**src/rtl/mips_lsu_pkg.sv**
```systemverilog
// mips_lsu_pkg: op codes and FSM states shared by the load/store unit files.
package mips_lsu_pkg;
    typedef enum logic [3:0] {
        LB  = 4'd0,
        LBU = 4'd1,
        LH  = 4'd2,
        LHU = 4'd3,
        LW  = 4'd4,
        LWL = 4'd5,
        LWR = 4'd6,
        SB  = 4'd8,
        SH  = 4'd9,
        SW  = 4'd10,
        SWL = 4'd11,
        SWR = 4'd12
    } lsu_op_t;
    typedef enum logic [1:0] {IDLE, ISSUE, WAIT, RESP} lsu_state_t;
endpackage

```
**src/rtl/mips_lsu_align.sv**
```systemverilog
// mips_lsu_align: lane/data shaping for stores, load extension/merge, alignment check.
module mips_lsu_align
    import mips_lsu_pkg::*;
(
    input  lsu_op_t     op,
    input  logic [1:0]  ofs,
    input  logic [31:0] rt_val,
    input  logic [31:0] mem_data,
    output logic [3:0]  byteenable,
    output logic [31:0] write_data,
    output logic [31:0] load_data,
    output logic        word_addr,
    output logic        err
);
    logic [4:0] sh;
    logic [4:0] shl;
    assign sh  = {ofs, 3'b000};
    assign shl = {~ofs, 3'b000};
    // LWL/SWL/LWR/SWR issue a word address, so lanes and data are positioned here, not by the bridge
    always_comb begin
        byteenable = 4'b1111;
        write_data = rt_val;
        load_data  = mem_data;
        word_addr  = 1'b0;
        err        = 1'b0;
        case (op)
            LB:  begin byteenable = 4'b0001; load_data = {{24{mem_data[7]}}, mem_data[7:0]}; end
            LBU: begin byteenable = 4'b0001; load_data = {24'd0, mem_data[7:0]}; end
            LH:  begin byteenable = 4'b0011; err = ofs[0]; load_data = {{16{mem_data[15]}}, mem_data[15:0]}; end
            LHU: begin byteenable = 4'b0011; err = ofs[0]; load_data = {16'd0, mem_data[15:0]}; end
            LW:  err = |ofs;
            LWL: begin
                word_addr = 1'b1;
                load_data = (mem_data << shl) | (rt_val & ~(32'hFFFF_FFFF << shl));
            end
            LWR: begin
                word_addr = 1'b1;
                load_data = (mem_data >> sh) | (rt_val & ~(32'hFFFF_FFFF >> sh));
            end
            SB:  byteenable = 4'b0001;
            SH:  begin byteenable = 4'b0011; err = ofs[0]; end
            SW:  err = |ofs;
            SWL: begin word_addr = 1'b1; byteenable = 4'b1111 >> ~ofs; write_data = rt_val >> shl; end
            SWR: begin word_addr = 1'b1; byteenable = 4'b1111 << ofs; write_data = rt_val << sh; end
            default: err = 1'b1;
        endcase
    end
endmodule

```
**src/rtl/mips_lsu.sv**
```systemverilog
// mips_lsu: load/store unit FSM between execute and the byte-enable Avalon bridge.
module mips_lsu
    import mips_lsu_pkg::*;
(
    input  logic        clk,
    input  logic        rst,
    input  logic        req,
    input  lsu_op_t     op,
    input  logic [31:0] addr,
    input  logic [31:0] rt_val,
    output logic        ready,
    output logic        done,
    output logic [31:0] rdata,
    output logic        addr_err,
    output logic [31:0] mem_address,
    output logic [31:0] mem_write_data,
    output logic [3:0]  mem_byteenable,
    output logic        mem_read,
    output logic        mem_write,
    input  logic [31:0] mem_read_data,
    input  logic        mem_busy
);
    lsu_state_t  state, nxt;
    lsu_op_t     op_q, cur_op;
    logic [1:0]  ofs_q, cur_ofs;
    logic [31:0] rt_q, cur_rt;
    logic [3:0]  be;
    logic [31:0] wd, ld;
    logic        word_addr, err, start, resp_bus;
    logic        done_d, addr_err_d, rd_d, wr_d, load_cap;

    assign ready   = state == IDLE;
    assign start   = ready && req;
    assign cur_op  = ready ? op : op_q;
    assign cur_ofs = ready ? addr[1:0] : ofs_q;
    assign cur_rt  = ready ? rt_val : rt_q;
    assign resp_bus = state == WAIT && !mem_busy;

    mips_lsu_align u_align (
        .op         (cur_op),
        .ofs        (cur_ofs),
        .rt_val     (cur_rt),
        .mem_data   (mem_read_data),
        .byteenable (be),
        .write_data (wd),
        .load_data  (ld),
        .word_addr  (word_addr),
        .err        (err)
    );

    always_ff @(posedge clk) begin
        if (rst) begin
            state          <= IDLE;
            op_q           <= LB;
            ofs_q          <= 2'd0;
            rt_q           <= 32'd0;
            done           <= 1'b0;
            addr_err       <= 1'b0;
            rdata          <= 32'd0;
            mem_address    <= 32'd0;
            mem_write_data <= 32'd0;
            mem_byteenable <= 4'b0000;
            mem_read       <= 1'b0;
            mem_write      <= 1'b0;
        end else begin
            state     <= nxt;
            done      <= done_d;
            addr_err  <= addr_err_d;
            mem_read  <= rd_d;
            mem_write <= wr_d;
            if (start) begin
                op_q  <= op;
                ofs_q <= addr[1:0];
                rt_q  <= rt_val;
            end
            // bus fields stay frozen through WAIT: the bridge shifts read data by the live address
            if (start && !err) begin
                mem_address    <= word_addr ? {addr[31:2], 2'b00} : addr;
                mem_byteenable <= be;
                mem_write_data <= wd;
            end
            if (load_cap) rdata <= ld;
        end
    end

    always_comb begin
        nxt = state;
        case (state)
            IDLE:    nxt = req ? (err ? RESP : ISSUE) : IDLE;
            ISSUE:   nxt = WAIT;
            WAIT:    nxt = mem_busy ? WAIT : RESP;
            default: nxt = IDLE;
        endcase
    end

    always_comb begin
        done_d     = (start && err) || resp_bus;
        addr_err_d = start && err;
        rd_d       = start && !err && !cur_op[3];
        wr_d       = start && !err && cur_op[3];
        load_cap   = resp_bus && !op_q[3];
    end
endmodule

```
**config.mk**
```make
export PLATFORM = sky130hd
export DESIGN_NAME = mips_lsu
export DESIGN_NICKNAME = d
export VERILOG_FILES = /design/src/rtl/mips_lsu_pkg.sv /design/src/rtl/mips_lsu_align.sv /design/src/rtl/mips_lsu.sv
export SDC_FILE = /design/constraint.sdc
export NUM_CORES = 1
export LEC_CHECK = 0
export CELL_PAD_IN_SITES_DETAIL_PLACEMENT = 1
export CELL_PAD_IN_SITES_GLOBAL_PLACEMENT = 1
export CORE_MARGIN = 5
export CORE_UTILIZATION = 25
export CTS_CLUSTER_SIZE = 24
export DETAILED_ROUTE_END_ITERATION = 6
export PLACE_DENSITY = 0.64
export SLEW_MARGIN = 20
export SYNTH_ARGS = -nofsm -noshare
export SYNTH_HDL_FRONTEND = slang
export SYNTH_HIERARCHICAL = 1
export SYNTH_SLANG_ARGS = --single-unit
```
**constraint.sdc**
```tcl
create_clock -name clk -period 3.6 [get_ports clk]
set_input_delay 0.36 -clock clk [delete_from_list [all_inputs] [get_ports clk]]
set_output_delay 0.36 -clock clk [all_outputs]
set_load 0.05 [all_outputs]
```
### After elaboration in Yosys (flattened, before gate mapping)

Cells that the tools add are included.
W data, S select, Z words.

* equality and inequality tests: 13
* shifts and indexed selects: 8
* muxes and demuxes: 13
* bitwise logic cells: 7
* reduce and logical (&&, ||, !) cells: 20

Operator list (number)
* $pmux W32 S6: 1
* $and A32 B32 Y32: 2
* $not A32 Y32: 2
* $or A32 B32 Y32: 2
* $pmux W32 S2: 1
* $shl A32 B5 Y32: 2
* $shr A32 B5 Y32: 2
* $mux W32: 1
* $shl A32 B5 Y32 const A: 1
* $shr A32 B5 Y32 const A: 1
* $eq A4 B4 Y1 const B: 5
* $pmux W4 S4: 1
* $eq A4 B3 Y1 const B: 3
* $eq A4 B2 Y1 const B: 2
* $mux W2: 4
* $logic_and A1 B1 Y1: 7
* $reduce_or A7 Y1: 1
* $pmux W2 S3: 1
* $reduce_or A3 Y1: 2
* $eq A4 B1 Y1 const B: 1
* $logic_not A1 Y1: 4
* $logic_not A4 Y1: 1
* $mux W4: 1
* $reduce_or A2 Y1: 2
* 10 further kinds: 11

* flip-flop bits (word level): 144
* input bits: 104
* output and inout port bits: 105
* logic and storage cells: 73

### Longest topological paths before layout

Gate-level depths: netlist of the first run.

* word-level depth: 8
* depth in mapped cells: 15

### Cells and area by module

The synthesis of the first run kept the hierarchy.

By module, submodules not included
* mips_lsu: instances 1, cells each 675, area an instance 6769.0 sq um, seq. area each 2882.8 sq um
* mips_lsu_align: instances 1, cells each 391, area an instance 3047.9 sq um, seq. area each 0.0 sq um

### Worst setup path before layout of the first run

Ideal clock, no wire load.

* path kind: flip-flop to flip-flop
* start: reg state[0]
* end: reg mem_address[11]
* library setup time: 0.072 ns
* arrival time: 3.326 ns
* path slack: 0.202 ns
* cell stages (with the launch flop): 16
* buffers on the path: 7
* cell sequence: dfxtp_1 inv_1 ha_1 buf_2 mux2_2 buf_2 buf_4 buf_2 a21oi_1 a21oi_1 o211a_1 and3b_1 buf_6 buf_6 buf_6 mux2i_1

RTL lines
* from (decl): RTL line mips_lsu.sv:23 `lsu_state_t state, nxt;`
* from (signal assigned): RTL line mips_lsu.sv:66 `state <= nxt;`
* $logic_not A2 Y1 (*): RTL line mips_lsu.sv:32 `assign ready = state == IDLE;`
* named net ready: RTL line mips_lsu.sv:11 `output logic ready,`
* $mux W2 (*): RTL line mips_lsu.sv:35 `assign cur_ofs = ready ? addr[1:0] : ofs_q;`
* named net cur_ofs[0]: RTL line mips_lsu.sv:25 `logic [1:0] ofs_q, cur_ofs;`
* $reduce_or A2 Y1: RTL line mips_lsu_align.sv:31, mips_lsu_align.sv:42
* $pmux W1 S3 (*): RTL line mips_lsu_align.sv:26 `case (op)`
* named net err: RTL line mips_lsu.sv:29 `logic word_addr, err, start, resp_bus;`
* $logic_not A1 Y1 (*): RTL line mips_lsu.sv:77 `if (start && !err) begin`
* $logic_and A1 B1 Y1 (*): RTL line mips_lsu.sv:77
* to (signal assigned): RTL line mips_lsu.sv:78 `mem_address <= word_addr ? {addr[31:2], 2'b00} : addr;`
* to (decl): RTL line mips_lsu.sv:15 `output logic [31:0] mem_address,`

The timed path passes the listed nets; every way through them passes the cells marked *.
A chain may end at the register's enable or synchronous reset.

### Worst setup path in the final report of the first run

* start: reg state[0]
* end: reg mem_address[29]

* longest elaborated chain between the ends: 7

Ends and longest elaborated chain
* $logic_not A2 Y1 (*): RTL line mips_lsu.sv:32
* $mux W4 (*): RTL line mips_lsu.sv:34 `assign cur_op = ready ? op : op_q;`
* named net cur_op[0]: RTL line mips_lsu.sv:24 `lsu_op_t op_q, cur_op;`
* $eq A4 B1 Y1, or another cell as far along: RTL line mips_lsu_align.sv:26
* $reduce_or A7 Y1 (no line), or another cell as far along
* $pmux W1 S3 (*): RTL line mips_lsu_align.sv:26
* named net err: RTL line mips_lsu.sv:29
* $logic_not A1 Y1 (*): RTL line mips_lsu.sv:77
* $logic_and A1 B1 Y1 (*): RTL line mips_lsu.sv:77

Marked as above.

==> results.toml, run 1 <==
[layout]
final_nets = 1320
fin_util_pct = 33.1
drive_gt1_share_pct = 14.1
fillCellCount = 4483
area_delta_synth_final_pct = 30.4
fin_cells = 1746

[logic_synthesis]
ys_seq_elements = 144
synth_area_leaders = "dfxtp_1 (29%), mux2i_1 (16%), nand2b_1 (13%)"
yosysSeqAreaShare_pct = 29.4
post-synth-top-count-cell = "nand2b_1"
synth_flop_cell = "dfxtp_1"
postSynth.asyncResetShare_pct = 0
syn_area_per_cell_um2 = 9.21
synth_cells = 1066
yosys.area.top_type = "dfxtp_1"
synth_edf_count = 0
syn_nets = 1174
netlist_area_mm2 = 0.00982
synth_top_area_share_pct = 29.4
synth_cell_types = 68
synth_common_cells = "nand2b_1 (206), mux2i_1 (157), dfxtp_1 (144)"
yosys_warnings = 6

[timing]
maxClockFrequency_mhz = 310
worst_slack_ns = 0.378
skew_ns = 0.0117
finalMaxSlewViolations = 0
period_needed_ns = 3.22
period_share_pct = 89.5
whs_ns = 0.470
setup_viol = 0
max-slew-margin-rel_pct = 43.8
rsz0062_at_grt = "false"
setup-tns-final_ns = 0
finalHoldViolations = 0
tightest_slew_ns = 0.843

[floorplan]
die_w_um = 208
die_h_um = 208
die_area_mm2 = 0.0433
initial_core_util_pct = 25.3
core_area_mm2 = 0.0387
fp-row-count = 72
ios = 209

[power]
peakVddDrop_uv = 329
power_frac_clock_pct = 19.9
seqPwrFrac_pct = 22.0
power_density_mw_per_mm2 = 733
p_leak_nw = 4.55
p_switching_mw = 4.37
netSwitchingFraction_pct = 46.5
p_int_mw = 5.02
comb_power_share_pct = 58.1

[route]
antenna_left = 0
drc = 0
finalWirelength_mm = 36.7
viasPerCell = 4.93
drt_pass1_iterations = 5
route.detailed.wl_per_inst_um = 21.0
via_count = 8601
drtIter0Drc = 495

[global_routing]
grt_pass1_wl_mm = 56.1
overflow = 0
track_usage_pct = 16.5
grt_max_degree = 93
grt_pass1_vias = 8906
grt_antenna_before_repair = 2

[clock_network]
post_cts_buffers = 0
post_cts_resized = 0
cts.htree.levels = 4
root_buffer = "clkbuf_16"
clk-insertion-delay-late_ns = 0.44
postCtsHoldBufs = 0
clkTransAtPathRegs_ns = 0.07
clock-sinks = 144
numCtsBuffers = 17
clk_path_buf_depth = 2
tritoncts = "yes"

[placement]
io_buffers = 208
hpwlAfterDp_mm = 27.3
dp.cells = 1711
dp_worst_setup_slack_ns = 0.357
gp_congestion = 0.887

[setup_path]
crit_fanout = 31
start_kind = "register"
worstPathRequired_ns = 3.96
crit_arrival_ns = 3.59
reg2reg_depth = 9
crit_type = "reg2reg"
cp-end-kind = "register"

[min_path]
hold_depth = 2
min_path_type = "reg2reg"

[status]
status = "finished, final reports clean"

[flow_run]
max-cap-violations = 0
-- critical path, stage by stage, from the launching register on --
cell	delay, ns
dfxtp_1	0.32
inv_1	0.11
ha_2	0.40
mux2_2	0.45
and3b_1	0.45
o21ai_0	0.16
o211a_1	0.20
and3b_4	0.51
buf_12	0.28
mux2i_1	0.23
-- per-stage QoR --
step,area [um^2],power (mW)
3_3_place_gp,12200,7.49
4_1_cts,12800,9.48
3_5_place_dp,12200,7.56
2_1_floorplan,9820,5.98
6_report,12800,9.39
5_1_grt,12800,9.87
-- kinds of logic (layout without fill, tap and decap cells) --
kind of cell | count (synthesis) | after routing | synth area share, %
mux | 219 | 219 | 23.2
buf+inv | 110 | 269 | 6.23
compound gates | 242 | 242 | 19.7
xor+xnor | 1 | 1 | 0.0892
fa+ha+maj | 4 | 4 | 0.510
other cells | 0 | 3 | 0
flops | 144 | 144 | 29.4
simple gates | 346 | 346 | 20.9
-- power by group through the flow --
stage	sequential (mW)	combinational [mW]	clock [mW]
after floorplan	2.90	3.08	0
after global placement	2.09	5.40	0
after detailed placement	2.11	5.45	0
after CTS	2.07	5.47	1.93
after global routing	2.11	5.76	2.00
final	2.06	5.46	1.86
-- layout make-up --
cell class	instances	area, um^2	share of cell area, %
timing repair buffer	230	2300	18.0
multi-input combinational	812	6340	49.5
antenna	3	7.51	0.0586
clock buffer	17	425	3.32
inverter	7	26.3	0.205
sequential	144	2880	22.5
tap	518	648	5.06
clock inverter	15	174	1.36
-- routing by layer --
layer / part of all wire (%) / GRT usage (%)
met2: 48 / 27.4
met1: 45 / 21.5
met5: 0.030 / 0
met3: 5.2 / 3.68
met4: 2.3 / 4.87
-- state kept, by name, indices dropped and copies added (netlist names) --
register        count
mem_write           1
mem_byteenable      4
rdata              32
op_q                4
done                1
rt_q               32
state               2
ofs_q               2
mem_read            1
mem_write_data     32
mem_address        32
addr_err            1
-- layout by cell type (no fill, tap or decap), types with 3 or more instances in the layout --
master           count
a21bo_2             38
o22a_1              16
o21ai_0             18
mux2_2              47
a221o_1             24
diode_2              3
a22o_1              10
a221oi_2             6
a2bb2oi_1            4
nor2_1              46
buf_12               5
a21oi_1             59
dfxtp_1            144
a2111o_1             8
nand2b_1           206
o2bb2ai_1            8
mux2i_1            157
inv_1                7
o211ai_1             9
a22oi_1              4
buf_4               18
nand3_1             39
inv_6                5
clkbuf_16           17
a211oi_1            17
inv_8                3
mux2_1              12
and3_1               4
o22ai_1             10
mux2_4               3
clkinvlp_4           3
clkdlybuf4s50_1    206
nand2_1             21
-- path summary, 6_finish.rpt --
kind / from / end / slack (ns)
min: rdata[20] / rdata[20] / 0.47
max reg2reg: state[0] / mem_address[29] / 0.38
max: state[0] / mem_address[29] / 0.38
min reg2reg: rdata[20] / rdata[20] / 0.47
(Power assumes the default switching activity.)
==> run 2: changes to the inputs <==
--- a/config.mk
+++ b/config.mk
@@ -11,6 +11,7 @@
 export CORE_UTILIZATION = 25
 export CTS_CLUSTER_SIZE = 24
 export DETAILED_ROUTE_END_ITERATION = 6
+export MAX_ROUTING_LAYER = met4
 export PLACE_DENSITY = 0.64
 export SLEW_MARGIN = 20
 export SYNTH_ARGS = -nofsm -noshare
==> constraint.sdc (replaced) <==
create_clock -name clk -period 3.85 [get_ports clk]
set_input_delay 0.385 -clock clk [delete_from_list [all_inputs] [get_ports clk]]
set_output_delay 0.385 -clock clk [all_outputs]
set_load 0.05 [all_outputs]
==> run 2 against run 1 <==
Cell count fell by 0.17%; largest power group unchanged; clock skew rose by 0.0019 ns; combinational power fell by 7.0%; critical path depth did not move; routed wire length barely moved; power fell by 6.8%; critical endpoint is now mem_address[25].
==> results.toml, run 2 (synthesis results as in run 1) <==
[clock_network]
tritoncts = "yes"
clkTransAtPathRegs_ns = 0.07
postCtsHoldBufs = 0
numCtsBuffers = 17
clock-sinks = 144
root_buffer = "clkbuf_16"
cts.htree.levels = 4
clk-insertion-delay-late_ns = 0.44
post_cts_buffers = 0
post_cts_resized = 0
clk_path_buf_depth = 2

[setup_path]
start_kind = "register"
crit_fanout = 68
crit_slowest_cell = "mux2_2"
rrSetupSlack_ns = 0.48
critPathTopFamily = "multiplexers"
critPathMaxStageDelay_ns = 0.56
cp-end-kind = "register"
crit_arrival_ns = 3.74
worstPathRequired_ns = 4.22
crit_type = "reg2reg"
worstReg2RegStart = "state[0]"
path_buf_inv = 2
cp_cell_sequence = "inv_1 > ha_2 > mux2_2 > and3b_1 > o21ai_0 > o211a_1 > and3b_4 > buf_12 > mux2i_1"
rr_endpoint = "mem_address[25]"
reg2reg_depth = 9

[global_routing]
track_usage_pct = 16.9
grt_pass1_vias = 8908
grt_max_degree = 107
grt_pass1_wl_mm = 55.5
grt_antenna_before_repair = 4
overflow = 0

[flow_run]
max-cap-violations = 0

[placement]
gp_congestion = 0.892
io_buffers = 208
place_area_mm2 = 0.0121
hpwlAfterDp_mm = 26.7

[timing]
finalHoldViolations = 0
period_needed_ns = 3.37
max-slew-margin-rel_pct = 42.6
tightest_slew_ns = 0.860
finalMaxSlewViolations = 0
skew_ns = 0.0136
setup_viol = 0
whs_ns = 0.472
maxClockFrequency_mhz = 297
setup-tns-final_ns = 0
period_share_pct = 87.5
rsz0062_at_grt = "false"

[layout]
fin_util_pct = 32.9
layout_common_cells = "nand2b_1 (206), clkdlybuf4s50_1 (206), mux2i_1 (157), dfxtp_1 (144), a21oi_1 (59)"
finalInstanceArea_mm2 = 0.0128
area_delta_synth_final_pct = 29.9
final_nets = 1317
drive_gt1_share_pct = 13.8

[route]
route.detailed.wl_per_inst_um = 21.1
via_count = 8708
viasPerCell = 5.00
drtIter0Drc = 595
antenna_left = 0
drt_pass1_iterations = 5
finalWirelength_mm = 36.7
drc = 0

[floorplan]
die_area_mm2 = 0.0433
initial_core_util_pct = 25.3
ios = 209
die_h_um = 208
core_area_mm2 = 0.0387
die_w_um = 208
fp-row-count = 72

[min_path]
min_path_type = "reg2reg"
min_to = "mem_address[23]"
hold_path.startpoint = "mem_address[23]"
hold_depth = 2

[power]
power_density_mw_per_mm2 = 686
peakVddDrop_uv = 345
p_leak_nw = 4.52

[status]
status = "finished, final reports clean"
[run 2: changes by cell type in the layout (fill, tap and decap cells not counted), sizes merged]
cell,previous run,this run
clkbuf,17,21
clkinv,2,1
buf,24,21
inv,15,10
diode,3,4
clkinvlp,3,4
[run 2: metrics by stage]
stage | cells | setup WS (ns) | total power, mW
finish | 1743 | 0.479 | 8.75
global placement | 1708 | 0.624 | 6.96
detailed placement | 1708 | 0.474 | 7.02
floorplan | 1066 | 0.452 | 5.59
global route | 1743 | 0.229 | 9.19
CTS | 1739 | 0.457 | 8.82
[run 2: cell type report]
cell class,instances,area (um^2)
antenna,4,10.0
clock buffer,21,480
clock inverter,10,125
fill,4418,26000
inverter,7,26.3
multi-input combinational,812,6340
sequential,144,2880
tap,518,648
timing repair buffer,227,2240
[run 2: how the worst max path moves through the flow]
stage | end | slack [ns] | startpoint | cells past startpoint
global placement | mem_address[26] | 0.62 | state[0] | 9
detailed placement | mem_address[25] | 0.47 | state[0] | 9
floorplan | mem_address[11] | 0.45 | state[0] | 15
global route | mem_address[25] | 0.23 | state[0] | 9
finish | mem_address[25] | 0.48 | state[0] | 9
CTS | mem_address[25] | 0.46 | state[0] | 9
[run 2: worst min-delay path: stages, from the launching register on]
cell and delay [ns]:
dfxtp_1 0.31, nand2b_1 0.06, mux2i_1 0.05
[run 2: layer usage]
layer	up-vias	part of all wire, %	track usage (%)
met5	-	0	-
met4	0	2.1	5.16
met2	246	48	27.4
li1	4114	-	-
met1	4312	44	21.1
met3	36	5.2	3.83
[run 2: where the power goes]
group | switching (mW) | internal (mW)
Combinational | 3.17 | 1.91
Clock | 0.720 | 1.03
Sequential | 0.147 | 1.78
==> run 3: changes to the inputs <==
--- a/config.mk
+++ b/config.mk
@@ -9,6 +9,7 @@
 export CELL_PAD_IN_SITES_GLOBAL_PLACEMENT = 1
 export CORE_MARGIN = 5
 export CORE_UTILIZATION = 25
+export CTS_CLUSTER_DIAMETER = 40
 export CTS_CLUSTER_SIZE = 24
 export DETAILED_ROUTE_END_ITERATION = 6
 export MAX_ROUTING_LAYER = met4
==> results of run 3 <==
No change in the layout: final DEF, timing and power equal those of run 2.
